<file path="src/rtl/bk_pkg.sv">
// rtl/bk_pkg.sv - shared Brent-Kung arithmetic types, default width and prefix depth
package bk_pkg;

  localparam int BK_WIDTH = 12;

  typedef struct packed {
    logic g;
    logic p;
  } gp_t;

  function automatic int bk_depth(input int width);
    for (int d = 0; d < 31; d++) begin
      if ((1 << d) >= width) return d;
    end
    return 31;
  endfunction

endpackage

</file>
<file path="src/rtl/bk_sub_pipe_if.sv">
// rtl/bk_sub_pipe_if.sv - operand/result handshake bundle for bk_sub_pipe
interface bk_sub_pipe_if import bk_pkg::*; #(
  parameter int WIDTH = BK_WIDTH
);
  logic             in_valid;
  logic             in_ready;
  logic [WIDTH-1:0] in_a;
  logic [WIDTH-1:0] in_b;
  logic             out_valid;
  logic             out_ready;
  logic [WIDTH-1:0] out_diff;
  logic             out_borrow;

  modport master (
    output in_valid, in_a, in_b, out_ready,
    input  in_ready, out_valid, out_diff, out_borrow
  );

  modport slave (
    input  in_valid, in_a, in_b, out_ready,
    output in_ready, out_valid, out_diff, out_borrow
  );
endinterface

</file>
<file path="src/rtl/bk_gp_cell.sv">
// rtl/bk_gp_cell.sv - (G,P) group combine, high group over low group
module bk_gp_cell import bk_pkg::*; (
  input  gp_t hi,
  input  gp_t lo,
  output gp_t o
);
  assign o.g = hi.g | (hi.p & lo.g);
  assign o.p = hi.p & lo.p;
endmodule

</file>
<file path="src/rtl/bk_sub_pipe.sv">
// rtl/bk_sub_pipe.sv - 3-stage Brent-Kung subtractor a-b with borrow and valid/ready
// BK_SUB_SATURATE_EN: clamp out_diff to zero whenever a borrow occurs.
module bk_sub_pipe import bk_pkg::*; #(
  parameter int WIDTH = BK_WIDTH
) (
  input logic         clk,
  input logic         rst,
  bk_sub_pipe_if.slave bus
);
  localparam int D = bk_depth(WIDTH);
  localparam int N = 1 << D;

  logic v1, v2, v3;
  logic rdy2, rdy3, load1, load2, load3;

  assign rdy3         = ~v3 | bus.out_ready;
  assign rdy2         = ~v2 | rdy3;
  assign bus.in_ready = ~v1 | rdy2;
  assign load1        = bus.in_valid & bus.in_ready;
  assign load2        = v1 & rdy2;
  assign load3        = v2 & rdy3;
  assign bus.out_valid = v3;

  always_ff @(posedge clk) begin
    if (rst) begin
      v1 <= 1'b0;
      v2 <= 1'b0;
      v3 <= 1'b0;
    end else begin
      v1 <= load1 | (v1 & ~rdy2);
      v2 <= load2 | (v2 & ~rdy3);
      v3 <= load3 | (v3 & ~bus.out_ready);
    end
  end

  logic [WIDTH-1:0] s1_g, s1_p, s2_p;
  gp_t  [N-1:0]     up0, up_top, s2_gp, pre;

  always_ff @(posedge clk) begin
    if (load1) begin
      s1_g <= bus.in_a & ~bus.in_b;
      s1_p <= bus.in_a ^ ~bus.in_b;
    end
  end

  // Carry-in of 1 is absorbed into bit 0 so every prefix G is directly a carry.
  always_comb begin
    up0 = '0;
    for (int k = 0; k < WIDTH; k++) begin
      up0[k].g = s1_g[k];
      up0[k].p = s1_p[k];
    end
    up0[0].g = s1_g[0] | s1_p[0];
  end

  genvar l, k, j;
  for (l = 1; l <= D; l++) begin : up
    gp_t [N-1:0] prev, node;
    if (l == 1) begin : g_first
      assign prev = up0;
    end else begin : g_chain
      assign prev = up[l-1].node;
    end
    for (k = 0; k < N; k++) begin : nd
      if (((k + 1) % (1 << l)) == 0) begin : g_cell
        bk_gp_cell u_cell (.hi(prev[k]), .lo(prev[k - (1 << (l - 1))]), .o(node[k]));
      end else begin : g_pass
        assign node[k] = prev[k];
      end
    end
  end

  if (D >= 1) begin : g_up_top
    assign up_top = up[D].node;
  end else begin : g_up_none
    assign up_top = up0;
  end

  always_ff @(posedge clk) begin
    if (load2) begin
      s2_gp <= up_top;
      s2_p  <= s1_p;
    end
  end

  for (j = 0; j < D - 1; j++) begin : dn
    localparam int L = D - 1 - j;
    localparam int H = 1 << (L - 1);
    gp_t [N-1:0] prev, node;
    if (j == 0) begin : g_first
      assign prev = s2_gp;
    end else begin : g_chain
      assign prev = dn[j-1].node;
    end
    for (k = 0; k < N; k++) begin : nd
      if ((((k + 1) % (1 << L)) == H) && (k >= (1 << L))) begin : g_cell
        bk_gp_cell u_cell (.hi(prev[k]), .lo(prev[k - H]), .o(node[k]));
      end else begin : g_pass
        assign node[k] = prev[k];
      end
    end
  end

  if (D >= 2) begin : g_pre
    assign pre = dn[D-2].node;
  end else begin : g_pre_none
    assign pre = s2_gp;
  end

  logic             unused_pre;
  logic [WIDTH:0]   carry;
  logic [WIDTH-1:0] diff_raw, diff_n;
  logic             borrow_n;

  assign unused_pre = ^pre;

  always_comb begin
    carry    = '0;
    carry[0] = 1'b1;
    for (int i = 0; i < WIDTH; i++) carry[i+1] = pre[i].g;
    diff_raw = s2_p ^ carry[WIDTH-1:0];
    borrow_n = ~carry[WIDTH];
`ifdef BK_SUB_SATURATE_EN
    diff_n = borrow_n ? '0 : diff_raw;
`else
    diff_n = diff_raw;
`endif
  end

  always_ff @(posedge clk) begin
    if (rst) begin
      bus.out_diff   <= '0;
      bus.out_borrow <= 1'b0;
    end else if (load3) begin
      bus.out_diff   <= diff_n;
      bus.out_borrow <= borrow_n;
    end
  end
endmodule

</file>
<file path="src/flat_wrapper.sv">
// flat-port wrapper written by rule: the top's interface ports become plain ports
module bk_sub_pipe_flat import bk_pkg::*;
#(
  parameter int WIDTH = BK_WIDTH
)
  (clk, rst, bus_in_valid, bus_in_a, bus_in_b, bus_out_ready, bus_in_ready, bus_out_valid, bus_out_diff, bus_out_borrow);
  bk_sub_pipe_if #(.WIDTH(WIDTH)) bus_i ();
  input logic clk;
  input logic rst;
  input wire logic [$bits(bus_i.in_valid)-1:0] bus_in_valid;
  input wire logic [$bits(bus_i.in_a)-1:0] bus_in_a;
  input wire logic [$bits(bus_i.in_b)-1:0] bus_in_b;
  input wire logic [$bits(bus_i.out_ready)-1:0] bus_out_ready;
  output wire logic [$bits(bus_i.in_ready)-1:0] bus_in_ready;
  output wire logic [$bits(bus_i.out_valid)-1:0] bus_out_valid;
  output wire logic [$bits(bus_i.out_diff)-1:0] bus_out_diff;
  output wire logic [$bits(bus_i.out_borrow)-1:0] bus_out_borrow;
  assign bus_i.in_valid = bus_in_valid;
  assign bus_i.in_a = bus_in_a;
  assign bus_i.in_b = bus_in_b;
  assign bus_i.out_ready = bus_out_ready;
  assign bus_in_ready = bus_i.in_ready;
  assign bus_out_valid = bus_i.out_valid;
  assign bus_out_diff = bus_i.out_diff;
  assign bus_out_borrow = bus_i.out_borrow;
  bk_sub_pipe #(.WIDTH(WIDTH)) u_core (.clk(clk), .rst(rst), .bus(bus_i));
endmodule
</file>
<file path="config.mk">
export PLATFORM = sky130hd
export DESIGN_NAME = bk_sub_pipe_flat
export DESIGN_NICKNAME = d
export VERILOG_FILES = /design/src/rtl/bk_pkg.sv /design/src/rtl/bk_sub_pipe_if.sv /design/src/rtl/bk_gp_cell.sv /design/src/rtl/bk_sub_pipe.sv /design/src/flat_wrapper.sv
export SDC_FILE = /design/constraint.sdc
export NUM_CORES = 1
export LEC_CHECK = 0
export BUFFER_PORTS_ARGS = -buffer_cell sky130_fd_sc_hd__buf_2
export CAP_MARGIN = 5
export CORE_UTILIZATION = 50
export CTS_BUF_LIST = sky130_fd_sc_hd__clkbuf_2 sky130_fd_sc_hd__clkbuf_4 sky130_fd_sc_hd__clkbuf_8
export DETAILED_ROUTE_END_ITERATION = 6
export HOLD_SLACK_MARGIN = 0.05
export PLACE_DENSITY_LB_ADDON = 0.15
export RECOVER_POWER = 25
export SLEW_MARGIN = 20
export SYNTH_ARGS = -nofsm -noshare
export SYNTH_HDL_FRONTEND = slang
export SYNTH_SLANG_ARGS = --single-unit
</file>
<file path="constraint.sdc">
create_clock -name clk -period 6.47 [get_ports clk]
set_input_delay 0.3235 -clock clk [delete_from_list [all_inputs] [get_ports clk]]
set_output_delay 0.3235 -clock clk [all_outputs]
set_load 0.01 [all_outputs]
</file>
==> results of run 1 <==
## cell families (layout without fill, tap and decap cells)
family | count (synthesis) | count (layout)
adder cells (fa/ha/maj) | 17 | 17
buffers and inverters | 22 | 74
AO/OA/AOI/OAI | 49 | 49
XOR/XNOR | 1 | 1
AND/OR/NAND/NOR | 26 | 26
flip-flops | 67 | 67
## layer usage
| metal | up-vias | global-route usage, % | part of all wire (%) |
|---|---|---|---|
| li1 | 776 | - | - |
| met1 | 760 | 20.3 | 43 |
| met2 | 44 | 26.6 | 49 |
| met3 | 9 | 7.18 | 5.8 |
| met4 | 0 | 9.62 | 1.8 |
| met5 | - | 0 | 0 |
## registers in the layout, summed over array words and instances (netlist names)
| name | flops |
|---|---|
| u_core.dn.node | 9 |
| u_core.v1 | 1 |
| u_core.bus.out_valid | 1 |
| u_core.s2_p | 12 |
| u_core.v2 | 1 |
| u_core.s1_g | 12 |
| u_core.s1_p | 12 |
| u_core.carry | 4 |
| u_core.dn.prev | 2 |
| u_core.bus.out_borrow | 1 |
| u_core.bus.out_diff | 12 |
## cell usage in the layout (no fill, tap or decap), types with 5 or more instances in the layout
master / n
edfxtp_1: 51
a21oi_1: 17
clkbuf_8: 10
o21ai_0: 16
buf_2: 42
clkbuf_4: 6
or3_1: 6
ha_1: 17
dfxtp_1: 16
inv_1: 14
nand4_1: 5
nand3_1: 7
a21o_1: 7
## cell type report
type	count	area (µm²)
Clock buffer	16	183
Fill cell	405	1810
Inverter	14	52.6
Multi-Input combinational cell	93	674
Sequential cell	67	1850
Tap cell	67	83.8
Timing Repair Buffer	44	225
## through the flow
| step | hold slack (ps) | worst slack [ps] | total power (µW) |
|---|---|---|---|
| global route | 258 | 4180 | 905 |
| floorplan | 418 | 3330 | 540 |
| global placement | 426 | 4720 | 560 |
| CTS | 254 | 4350 | 878 |
| finish | 271 | 4350 | 867 |
| detailed placement | 434 | 4620 | 565 |
## power breakdown
part / switching (µW) / internal, µW / total (µW)
clock network: 136 / 176 / 312
registers: 11.9 / 491 / 503
logic: 28.3 / 24.2 / 52.5
## worst min path at each step
stage,to,depth (start not counted),start,slack (ps)
floorplan,u_core.s2_p[4],0,u_core.s1_p[4],420
global placement,u_core.s2_p[4],0,u_core.s1_p[4],430
detailed placement,u_core.s2_p[4],0,u_core.s1_p[4],430
CTS,u_core.s1_p[0],2,bus_in_a[0],250
global route,u_core.s1_p[4],2,bus_in_a[4],260
finish,u_core.s1_p[0],2,bus_in_a[0],270
==> flow_metrics.tcl, run 1 <==
set metrics [dict create \
    final_max_slew_viol_count 0 \
    tightestPinTransition_ps 869 \
    path_class "reg2out" \
    globalRouteOverflowTotal 0 \
    yosysWarningCount 0 \
    syn_to_final_growth_pct 17.9 \
    cp_slowest_cell "nor2b_1" \
    setup.worst_path.end_class "output port" \
    final_min_period_ps 2120 \
    hold_buffers 0 \
    postSynth.asyncResetShare_pct 0 \
    logic_depth_of_the_worst_path_buffers_included 3 \
    post_drt_wl_per_cell_um 13.8 \
    synth_area_um2 2600 \
    critical_path_arrival_ps 1790 \
    synth.ff_latch_count 67 \
    finish.instance_area_um2 3070 \
    muxShareOfSynthArea_pct 0 \
    syn-instance-count 182 \
    first_pass_iters 4 \
    total_leakage_power_uw 0.00127 \
    irDropWorstVdd_v 0.000146 \
    synth_top_family_by_area "compound AO/OA/AOI/OAI gates" \
    top_level_ports 43 \
    max-clock-path-buffers 2 \
    timing.critical_path.max_delay_family "simple AND/OR/NAND/NOR gates" \
    setup_tns_ps 0 \
    synth_fa_ha_area_share_pct 8.17 \
    most_used_standard_cell_by_instance_count_after_synthesis "edfxtp_1" \
    cts-buffers-inserted 9 \
    startpoint "u_core.bus.out_valid" \
    critical_path_peak_fanout 15 \
    cts.repair_timing.setup_buffer_count 0 \
    synth-compound-area-share_pct 11.2 \
    routed_wl_mm 4.17 \
    iteration_0_drc_count_of_the_detailed_router 112 \
    max_cap_violation_count 0 \
    place_hpwl_mm 2.88 \
    synthTopCellsByArea "edfxtp_1 (59%), dfxtp_1 (12%), ha_1 (8.2%)" \
    finalNetCount 274 \
    finish.utilization_pct 62.9 \
    yosys-top-cells-count "edfxtp_1 (51), a21oi_1 (17), ha_1 (17)" \
    report.final.hold_viol_count 0 \
    antenna_found_initial 0 \
    route.vias.total 1589 \
    clk_pin_slew_ps 60 \
    timing.final.setup_violations 0 \
    clock_skew_ps 5.99 \
    max_slew_margin_pct 41.9 \
    synth-main-ff-cell "edfxtp_1" \
    drc 0 \
    cts.sinks 67 \
    clock_latency_ps 330 \
    post_synthesis_area_per_instance_um2 14.3 \
    grt_max_degree 28 \
    floorplan.die.height_um 74.2 \
    sequential_fraction_of_the_synthesis_area_pct 71.1 \
    status "complete, no violations" \
    worstHoldPathType "in2reg" \
    min_period_over_period_pct 32.7 \
    drt.antenna.violating_nets 0 \
    floorplan.initialDensity_pct 53.4 \
    avgViaCountPerCell 5.28 \
    max_freq_mhz 473 \
    drive_gt1_share_pct 27.8 \
    regToRegEndpoint "u_core.s1_p[9]" \
    grt_pass1_wl_mm 6.51 \
    synth-simple-area-share_pct 5.81 \
    critical_path.cell_chain "nor2b_1 -> nand3_1 -> buf_2" \
    place_inst 285 \
    library_cell_occupying_the_most_area_in_the_post_synthesis_netlist "edfxtp_1" \
    design.core.area_um2 4880 \
    cts_tree "done" \
    gr-usage-all-layers_pct 17.2 \
    crit_path_end "bus_in_ready" \
    finish.cell_count_without_fillers 301 \
    grt_setup_unrepaired "false" \
    cellPowerDensity_nw_per_um2 282 \
    via_count_of_the_first_global_routing_pass 1442 \
    worstReg2RegStart "u_core.bus.out_valid" \
    worstPathBufferInverterCount 1 \
    cp-start-kind "register" \
    globalplace.congestion 0.777 \
    setup.reg_to_reg.worst_slack_ps 4670 \
    worst-r2r-cell-count 3 \
    timing.critical_path.required_ps 6150 \
    die_w_um 74.2 \
    cp_slowest_stage_delay_ps 710 \
    cts_root_buf "clkbuf_8" \
    number_of_core_rows 25 \
    synth_top_area_share_pct 58.8 \
    synth.net_count 227 \
    post_cts_resize_count 0 \
    synth-edff-count 51 \
    antenna_cells_inserted 0 \
    cts-htree-levels 3 \
    numPortBuffers 42 \
    postPlaceCellArea_um2 2890 \
    synth.lib_cells_used.distinct 28 \
    die-area_um2 5500 \
    synth-xor-area-share_pct 0.336 \
]
(Power assumes the default switching activity.)
==> inputs of run 2 (changes only) <==
--- a/config.mk
+++ b/config.mk
@@ -5,6 +5,7 @@
 export SDC_FILE = /design/constraint.sdc
 export NUM_CORES = 1
 export LEC_CHECK = 0
+export ABC_AREA = 1
 export BUFFER_PORTS_ARGS = -buffer_cell sky130_fd_sc_hd__buf_2
 export CAP_MARGIN = 5
 export CORE_UTILIZATION = 50
==> constraint.sdc (replaced) <==
create_clock -name clk -period 2 [get_ports clk]
set_input_delay 0.1 -clock clk [delete_from_list [all_inputs] [get_ports clk]]
set_output_delay 0.1 -clock clk [all_outputs]
set_load 0.01 [all_outputs]
==> flow_metrics.tcl, run 2 <==
set metrics [dict create \
    final_min_period_ps 1270 \
    antenna_cells_inserted 0 \
    iteration_0_drc_count_of_the_detailed_router 45 \
    numPortBuffers 42 \
    via_count_of_the_first_global_routing_pass 1418 \
    synth.ff_latch_count 67 \
    status "complete, no violations" \
    cts_root_buf "clkbuf_8" \
    grt_max_degree 28 \
    setup.reg_to_reg.worst_slack_ps 730 \
    drive_gt1_share_pct 25.5 \
    synth-xor-area-share_pct 2.02 \
    route.vias.total 1545 \
    syn-instance-count 191 \
    worstReg2RegStart "u_core.bus.out_valid" \
    most_used_standard_cell_by_instance_count_after_synthesis "edfxtp_1" \
    critical_path_arrival_ps 1280 \
    final_max_slew_viol_count 0 \
    regToRegEndpoint "u_core.s1_g[2]" \
    routed_wl_mm 3.99 \
    drc 0 \
    synth.lib_cells_used.distinct 22 \
    holdCritStartpoint "bus_out_ready" \
    synth.net_count 236 \
    cts.sinks 67 \
    setup.worst_path.end_class "register" \
    yosysWarningCount 0 \
    path_class "reg2reg" \
    timing.final.setup_violations 0 \
    globalRouteOverflowTotal 0 \
    final.hold.worst_slack_ps 95.5 \
    synth_fa_ha_area_share_pct 8.19 \
    clock_skew_ps 7.96 \
    setup_tns_ps 0 \
    design.core.area_um2 4850 \
    max-clock-path-buffers 2 \
    library_cell_occupying_the_most_area_in_the_post_synthesis_netlist "edfxtp_1" \
    routed-wl-met3_um 180 \
    worstHoldPathType "in2reg" \
    finalNetCount 303 \
    floorplan.die.height_um 74.1 \
    cts-buffers-inserted 9 \
    number_of_core_rows 25 \
    floorplan.initialDensity_pct 53.5 \
    gr-usage-all-layers_pct 16.3 \
    cts.repair_timing.setup_buffer_count 0 \
    met2RoutedLength_mm 1.89 \
    worst_hold_path.num_cells 4 \
    first_pass_iters 4 \
    max_slew_margin_pct 77.6 \
    post_drt_wl_per_cell_um 12.1 \
    total_leakage_power_uw 0.00144 \
    post_cts_resize_count 0 \
    final_common_cell "edfxtp_1" \
    clk_pin_slew_ps 70 \
    grt_pass1_wl_mm 6.15 \
    postSynth.asyncResetShare_pct 0 \
    die_w_um 74.1 \
    muxShareOfSynthArea_pct 0 \
    leading_cell_types_in_the_layout_fill_and_taps_excluded "edfxtp_1 (51), buf_2 (41), inv_1 (26)" \
    min_period_over_period_pct 63.4 \
    tightestPinTransition_ps 336 \
    synth_top_family_by_area "adder cells" \
    cellPowerDensity_nw_per_um2 969 \
    critical_path_peak_fanout 24 \
    avgViaCountPerCell 4.68 \
    cp-start-kind "register" \
    synth-compound-area-share_pct 7.81 \
    worst-r2r-cell-count 4 \
    max_cap_violation_count 0 \
    synthTopCellsByArea "edfxtp_1 (59%), dfxtp_1 (12%), ha_1 (8.2%)" \
    whs_endpoint "u_core.bus.out_valid" \
    hold_buffers 14 \
    syn_to_final_growth_pct 25.8 \
    met1_length_mm 1.83 \
    report.final.hold_viol_count 0 \
    grt_setup_unrepaired "false" \
    top_level_ports 43 \
    post_synthesis_area_per_instance_um2 13.6 \
    synth-edff-count 51 \
    max_freq_mhz 789 \
    irDropWorstVdd_v 0.000513 \
    globalplace.congestion 0.714 \
    timing.critical_path.required_ps 2010 \
    clock_latency_ps 340 \
    die-area_um2 5480 \
    synth_top_area_share_pct 59.0 \
    synth_area_um2 2600 \
    cts-htree-levels 3 \
    synth-main-ff-cell "edfxtp_1" \
    place_hpwl_mm 2.57 \
    synth-simple-area-share_pct 5.69 \
    yosys-top-cells-count "edfxtp_1 (51), inv_1 (26), ha_1 (17)" \
    fillerInstances 369 \
    antenna_found_initial 0 \
    cts_tree "done" \
    drt.antenna.violating_nets 0 \
    top_layer "met4" \
    sequential_fraction_of_the_synthesis_area_pct 71.3 \
]
## run 2: cell count changes after synthesis, moves of 5 or more
cell	before	now
nand3_1	7	2
nand2_1	0	16
o21ai_0	16	6
nor2_1	1	16
o21ai_1	0	7
inv_1	14	26
xor2_1	0	5
or3_1	6	0
## run 2: worst max path at each step
stage,endpoint,slack (ps),start,cells after the start
floorplan,u_core.s1_g[0],490,u_core.bus.out_valid,3
global placement,u_core.bus.out_diff[11],760,u_core.carry[8],5
detailed placement,u_core.s1_g[5],730,u_core.bus.out_valid,4
CTS,u_core.bus.out_diff[7],720,u_core.carry[4],5
global route,u_core.s1_g[0],620,u_core.bus.out_valid,4
finish,u_core.s1_g[2],730,u_core.bus.out_valid,4
## run 2: cells by family after synthesis
| logic type | count (synthesis) |
|---|---|
| flops | 67 |
| simple gates | 37 |
| compound gates | 34 |
| buf+inv | 30 |
| fa+ha+maj | 17 |
| xor+xnor | 6 |
## run 2: final cells by class
type	count	area, µm²	area share (%)
multi-input cells	94	616	18.9
clock buffers	9	124	3.79
flip-flops and latches	67	1850	56.7
well taps	67	83.8	2.57
repair buffers	59	373	11.4
inverters	27	101	3.10
clock inverters	7	116	3.56
## run 2: where the power goes
part,switching (µW),internal [µW]
registers,39.3,1590
logic,108,97.6
clock network,500,825
## run 2: critical path: stages, from the launching register on
cell     delay, ps
dfxtp_1        360
nand4_1        150
nand2_1         60
inv_1           50
buf_4          310
## run 2: metal layers
metal | up-vias | GRT usage (%)
met2 | 42 | 25.5
li1 | 795 | -
met4 | 0 | 12.2
met3 | 7 | 5.28
met1 | 701 | 18.7
met5 | - | 0
## run 2: per-stage QoR
stage               setup WS [ps]  util, %  cell area, µm²  power (µW)  instances
floorplan                     495        -            2600        1760        191
finish                        732     67.4            3270        3160        330
global route                  621     67.4            3270        3280        330
CTS                           723     67.4            3270        3200        330
detailed placement            734     59.5            2890        1850        300
global placement              761     59.5            2890        1840        300
